[src/rtl/notgate_pipe_delay.sv]
// Masked inverter with a fixed DELAY-stage, valid-tagged pipeline.
// Ports: clk, rst (sync, active-high), en (advance), flush (drop all),
//   in_valid/in_ready/in_data/in_mask (input sample),
//   out_valid/out_data (result, zero when not valid), in_flight (valid count).
module notgate_pipe_delay #(
    parameter int WIDTH = 8,
    parameter int DELAY = 3
) (
    input  logic                       clk,
    input  logic                       rst,
    input  logic                       en,
    input  logic                       flush,
    input  logic                       in_valid,
    output logic                       in_ready,
    input  logic [WIDTH-1:0]           in_data,
    input  logic [WIDTH-1:0]           in_mask,
    output logic                       out_valid,
    output logic [WIDTH-1:0]           out_data,
    output logic [$clog2(DELAY+1)-1:0] in_flight
);

    localparam int CW = $clog2(DELAY + 1);

    logic [DELAY-1:0] v;
    logic [WIDTH-1:0] d [DELAY];
    logic [CW-1:0]    cnt;
    logic             acc;
    logic             leave;

    assign in_ready = en & ~flush;
    assign acc      = in_valid & in_ready;
    // The output stage empties on every advancing edge.
    assign leave    = v[DELAY-1];

    always_ff @(posedge clk) begin
        if (rst) begin
            v   <= '0;
            cnt <= '0;
            for (int k = 0; k < DELAY; k++) begin
                d[k] <= '0;
            end
        end else if (flush) begin
            // Data registers keep their contents; only validity is dropped.
            v   <= '0;
            cnt <= '0;
        end else if (en) begin
            v[0] <= in_valid;
            d[0] <= in_data ^ in_mask;
            for (int k = 1; k < DELAY; k++) begin
                v[k] <= v[k-1];
                d[k] <= d[k-1];
            end
            cnt <= cnt + CW'(acc) - CW'(leave);
        end
    end

    assign out_valid = v[DELAY-1];
    assign out_data  = v[DELAY-1] ? d[DELAY-1] : '0;
    assign in_flight = cnt;

endmodule

[config.mk]
export PLATFORM = sky130hd
export DESIGN_NAME = notgate_pipe_delay
export DESIGN_NICKNAME = d
export VERILOG_FILES = /design/src/rtl/notgate_pipe_delay.sv
export SDC_FILE = /design/constraint.sdc
export NUM_CORES = 1
export LEC_CHECK = 0
export CORE_UTILIZATION = 43
export DETAILED_ROUTE_END_ITERATION = 7
export PLACE_DENSITY = 0.74
export SLEW_MARGIN = 20
export SYNTH_ARGS = -nofsm -noshare
export SYNTH_HDL_FRONTEND = slang
export SYNTH_SLANG_ARGS = --single-unit
[constraint.sdc]
create_clock -name clk -period 1.8 [get_ports clk]
set_clock_uncertainty 0.1 [all_clocks]
set_input_delay 0.36 -clock clk [delete_from_list [all_inputs] [get_ports clk]]
set_output_delay 0.36 -clock clk [all_outputs]
set_load 0.03 [all_outputs]
==> flow_summary.json, run 1 <==
{
  "status": "finished, violations left",
  "failed_checks": "design-rule violations",
  "place_area_um2": 1680,
  "grt_max_degree": 25,
  "r2r_cells": 6,
  "cts_tree": "built",
  "wl_per_cell_um": 10.9,
  "setup_viol": 0,
  "synthTopCellsByCount": "edfxtp_1 (24), and2_4 (10), and2_1 (9)",
  "critPathLaunchType": "input port",
  "timing.slew.headroom_pct": 79.5,
  "synth_area_um2": 1320,
  "htree_levels": 2,
  "endpoint": "in_flight[1]",
  "drt_iter0_markers": 27,
  "clk_pin_slew_ns": 0.08,
  "antenna_cells": 0,
  "synth_area_leaders": "edfxtp_1 (54%), dfxtp_1 (7.6%), and2_4 (6.6%), xnor2_1 (5.3%), and2_1 (4.3%)",
  "synthFlopType": "edfxtp_1",
  "critPathMaxFanout": 2,
  "crit_path_start": "flush",
  "vias": 782,
  "synth_most_common_cell": "edfxtp_1",
  "syn_to_final_growth_pct": 32.2,
  "power.density_nw_per_um2": 744,
  "viasPerCell": 4.71,
  "maxCapViolations": 0,
  "grt_pass1_vias": 738,
  "first_pass_iters": 6,
  "cts_buffers": 5,
  "power_leakage_uw": 0.000702,
  "vdd_ir_drop_max_uv": 387,
  "maxSlewViolCount": 0,
  "core_region_area_um2": 2830,
  "async_flop_share_pct": 0,
  "yosysUniqueCellTypes": 22,
  "period_minus_slack_ns": 1.72,
  "ys_seq_elements": 29,
  "ioPinCount": 33,
  "die_h_um": 57.5,
  "gp_congestion": 0.712,
  "drive_gt1_share_pct": 27.4,
  "pre_cts_ws_ns": -0.393,
  "setup_slack_ns": 0.0765,
  "final_area_um2": 1750,
  "drc": 2,
  "critPathCaptureType": "flop",
  "antenna_found_initial": 0,
  "insertion_delay_ns": 0.32,
  "cts_setup_buffers": 0,
  "synth-edff-count": 24,
  "cts_max_path_buffers": 2,
  "num_rows": 19,
  "numPortBuffers": 32,
  "cts-root-buf": "clkbuf_4",
  "min_path_type": "input port to flop",
  "track_usage_pct": 12.8,
  "cp_data_arrival_time_ns": 1.89,
  "synth_top_cell_area_share_pct": 54.4,
  "synth_fp_nets": 118,
  "hold_viol": 0,
  "die_w_um": 57.5,
  "final_nets": 157,
  "period_share_pct": 95.8,
  "die_area_um2": 3300,
  "synth-seq-area-share_pct": 62.0,
  "rsz0062_at_grt": "false",
  "syn_inst": 95,
  "clock_sinks": 29,
  "r2r_setup_slack_ns": 0.16,
  "syn_avg_cell_area_um2": 13.9,
  "yosysTopAreaCell": "edfxtp_1",
  "timing.fmax_mhz": 580,
  "r2r-start": "v[2]",
  "reg2reg_to": "in_flight[1]",
  "start_util_pct": 46.8,
  "crit_required_ns": 1.97,
  "overflow": 0,
  "ant_nets": 0,
  "worstSetupPathType": "input port to flop",
  "tightestPinTransition_ns": 0.307,
  "grt_pass1_wl_um": 2990,
  "wl_um": 1800,
  "ys_warn_count": 0
}
-- what timing repair did --
item / 4_1_cts / 5_1_grt
gates resized for setup: 29 / 1
endpoints found under the setup margin: 13 / 10
endpoints found under the hold margin: 0 / 0
pin swaps: 3 / 0
hold buffers: 0 / 0
-- cells by family (layout without fill, tap and decap cells) --
family          after synthesis  count (layout)  synth area share, %
fa+ha+maj                     2               2                 1.89
simple gates                 42              42                 21.4
xor+xnor                      9               9                 5.95
buf+inv                       7              47                 3.97
compound gates                2               2                 1.80
flops                        29              29                 62.0
mux                           4               4                 3.02
-- cell usage in the layout, fill, tap and decap left out, types with 5 or more instances in the layout --
master,synthesis,routed
nor2_1,8,8
edfxtp_1,24,24
and2_1,9,9
clkbuf_4,0,5
dlygate4sd2_1,0,6
xnor2_1,8,8
clkdlybuf4s50_1,0,17
nor3_1,5,5
clkdlybuf4s15_2,0,5
and2_2,5,5
and2_4,10,10
-- how the worst min path moves through the flow --
stage	depth (start not counted)	end	slack, ns	startpoint
finish	3	v[0]	0.40	in_valid
global placement	1	d[0][21]	0.40	d[0][13]
global route	3	v[2]	0.39	flush
floorplan	1	in_flight[0]	0.34	flush
detailed placement	1	d[0][21]	0.42	d[0][13]
CTS	3	in_flight[0]	0.38	flush
-- worst max-delay path: stages --
cell	delay, ns
dlygate4sd2_1	0.24
nand3b_1	0.16
ha_1	0.28
inv_1	0.04
ha_2	0.17
xor2_2	0.15
a2111oi_2	0.35
a31o_1	0.13
-- area by class of cell --
class | count | area, µm²
Tap cell | 31 | 38.8
Fill cell | 235 | 1080
Sequential cell | 29 | 822
Inverter | 3 | 11.3
Clock buffer | 8 | 58.8
Multi-Input combinational cell | 59 | 460
Timing Repair Buffer | 36 | 359
-- through the flow --
step                util, %  hold WS, ns  std cells  power [µW]  setup TNS (ns)
global placement       59.4        0.403        158         918           -3.28
floorplan                 -        0.339         95         858               0
detailed placement     59.4        0.416        158         925           -4.35
global route           61.9        0.393        166        1360               0
CTS                    61.8        0.385        166        1320               0
finish                 61.9        0.396        166        1300               0
-- flip-flops by register name, summed over array words and instances (netlist names) --
name	count
in_flight	2
v	3
d	24
-- metal layers --
metal / part of all wire (%) / wire [µm] / global-route usage (%) / vias to the layer above
met1: 35 / 637 / 11.6 / 344
met2: 54 / 969 / 23.1 / 32
li1: - / - / - / 401
met5: 0 / 0 / 0 / -
met4: 2.4 / 43 / 6.27 / 0
met3: 8.3 / 150 / 6.80 / 5
-- power breakdown --
| part | leakage [µW] | switching (µW) | internal, µW | total, µW |
|---|---|---|---|---|
| Clock | 0.0000326 | 205 | 192 | 397 |
| Sequential | 0.000294 | 8.77 | 766 | 774 |
| Combinational | 0.000375 | 53.2 | 77.5 | 131 |
No activity file was read; power rests on OpenSTA's default activity.
==> run 2, diff against run 1 <==
--- a/config.mk
+++ b/config.mk
@@ -5,9 +5,9 @@
 export SDC_FILE = /design/constraint.sdc
 export NUM_CORES = 1
 export LEC_CHECK = 0
-export CORE_UTILIZATION = 43
+export CORE_UTILIZATION = 49
 export DETAILED_ROUTE_END_ITERATION = 7
-export PLACE_DENSITY = 0.74
+export PLACE_DENSITY = 0.8
 export SLEW_MARGIN = 20
 export SYNTH_ARGS = -nofsm -noshare
 export SYNTH_HDL_FRONTEND = slang
==> constraint.sdc (replaced) <==
create_clock -name clk -period 2.12 [get_ports clk]
set_clock_uncertainty 0.1 [all_clocks]
set_input_delay 0.424 -clock clk [delete_from_list [all_inputs] [get_ports clk]]
set_output_delay 0.424 -clock clk [all_outputs]
set_load 0.03 [all_outputs]
==> flow_summary.json, run 2 (synthesis results as in run 1) <==
{
  "tightestPinTransition_ns": 0.320,
  "drive_gt1_share_pct": 20.7,
  "maxSlewViolCount": 0,
  "dp_cells": 157,
  "min_from": "d[0][10]",
  "final_common_cell": "edfxtp_1",
  "drc": 0,
  "cts_tree": "built",
  "syn_to_final_growth_pct": 30.1,
  "holdBufCountCts": 0,
  "whs_path_depth": 1,
  "insertion_delay_ns": 0.31,
  "drt_iter0_markers": 7,
  "gp_congestion": 0.782,
  "setup_viol": 0,
  "overflow": 0,
  "critPathMaxFanout": 2,
  "power_leakage_uw": 0.000733,
  "viasPerCell": 4.84,
  "use_met1_pct": 15.9,
  "timing.slew.headroom_pct": 78.6,
  "cts-root-buf": "clkbuf_4",
  "worstSetupPathType": "input port to flop",
  "numPortBuffers": 32,
  "first_pass_iters": 2,
  "gr-usage-met3_pct": 5.93,
  "r2r-start": "v[2]",
  "r2r_setup_slack_ns": 0.42,
  "core_region_area_um2": 2520,
  "pwr-share-comb_pct": 10.7,
  "track_usage_pct": 16.1,
  "netSwitchingFraction_pct": 21.0,
  "hold_end": "d[0][18]",
  "antenna_cells": 0,
  "die_h_um": 54.0,
  "vdd_ir_drop_max_uv": 504,
  "final_cell_mix": "edfxtp_1 (24), clkdlybuf4s50_1 (22), and2_4 (10)",
  "use_met2_pct": 28.2,
  "grt_pass1_wl_um": 3110,
  "timing.fmax_mhz": 504,
  "final_cell_count_no_fill": 165,
  "grt_max_degree": 25,
  "crit_required_ns": 2.28,
  "r2r_cells": 6,
  "holdWs_ns": 0.435,
  "start_util_pct": 52.5,
  "cp_data_arrival_time_ns": 2.14,
  "clock_sinks": 29,
  "cts_setup_buffers": 0,
  "wl_per_cell_um": 11.1,
  "switchingPower_uw": 224,
  "critPathCaptureType": "flop",
  "maxCapViolations": 0,
  "p_int_uw": 845,
  "ant_nets": 0,
  "antenna_found_initial": 0,
  "gr-max-usage-layer": "met2",
  "largest_register_ffs": 24,
  "clk_pin_slew_ns": 0.08,
  "wl_um": 1830,
  "power.density_nw_per_um2": 621,
  "largest_register": "d",
  "num_rows": 18,
  "min_path_type": "flop to flop",
  "cts_max_path_buffers": 2,
  "die_w_um": 54.0,
  "period_minus_slack_ns": 1.99,
  "vias": 799,
  "reg2reg_to": "in_flight[1]",
  "htree_levels": 2,
  "period_share_pct": 93.6,
  "cts_buffers": 5,
  "hold_viol": 0,
  "p_clk_share_pct": 27.8,
  "status": "completed",
  "critPathLaunchType": "input port",
  "rsz0062_at_grt": "false",
  "ioPinCount": 33,
  "grt_pass1_vias": 786,
  "post-route-util_pct": 68.3,
  "seq_power_share_pct": 61.5,
  "final_nets": 157,
  "die_area_um2": 2910
}
==> run 2: changes by cell type in the layout (fill, tap and decap cells not counted), sizes merged <==
cell / delta
clkdlybuf4s15: -8
clkdlybuf4s50: +5
dlygate4sd2: +2
clkinv: +1
dlymetal6s2s: +1
clkbuf: -1
==> run 2: per-layer routing <==
layer  wire length (µm)  share of wire [%]
met1                712                 39
met2                973                 53
met3                111                6.1
met4                 34                1.9
met5                  0                  0
==> run 2: metrics by stage <==
step	setup slack [ns]	total power (µW)	setup TNS [ns]	instance area, µm²
5_1_grt	0.0508	1130	0	1720
3_3_place_gp	-0.152	779	-0.152	1680
3_5_place_dp	-0.233	787	-0.233	1680
4_1_cts	0.0510	1090	0	1720
2_1_floorplan	0.248	728	0	1320
6_report	0.135	1070	0	1720
==> run 2: timing repair <==
item / in CTS / in global routing
setup endpoints to repair: 8 / 2
resized for setup: 8 / 1
hold endpoints to repair: 0 / 0
pin swaps: 0 / 1
cloned: 0 / 0
==> run 2: power groups by stage <==
| stage | Clock, µW | Sequential [µW] | Combinational, µW |
|---|---|---|---|
| floorplan | 0 | 669 | 59.0 |
| global placement | 0 | 669 | 111 |
| detailed placement | 0 | 671 | 116 |
| CTS | 313 | 658 | 116 |
| global route | 345 | 661 | 124 |
| finish | 297 | 658 | 115 |
==> run 2: worst max path at each step <==
stage	cells after the start	slack (ns)	from	end
floorplan	8	0.25	en	in_flight[1]
global placement	8	-0.15	flush	in_flight[1]
detailed placement	8	-0.23	flush	in_flight[1]
CTS	1	0.05	v[2]	out_valid
global route	8	0.05	flush	in_flight[1]
finish	8	0.13	flush	in_flight[1]
==> run 2: final cells by class <==
cell class                      count  area (µm²)
Inverter                            3        11.3
Sequential cell                    29         821
Tap cell                           30        37.5
Clock buffer                        7        45.0
Multi-Input combinational cell     59         450
Clock inverter                      1        3.75
Timing Repair Buffer               36         353
Fill cell                         210         801
==> run 2: critical path, stage by stage <==
cell,delay [ns]
clkdlybuf4s50_1,0.42
nand3b_1,0.16
ha_1,0.27
inv_1,0.04
ha_1,0.18
xor2_1,0.17
a2111oi_2,0.33
a31o_1,0.14
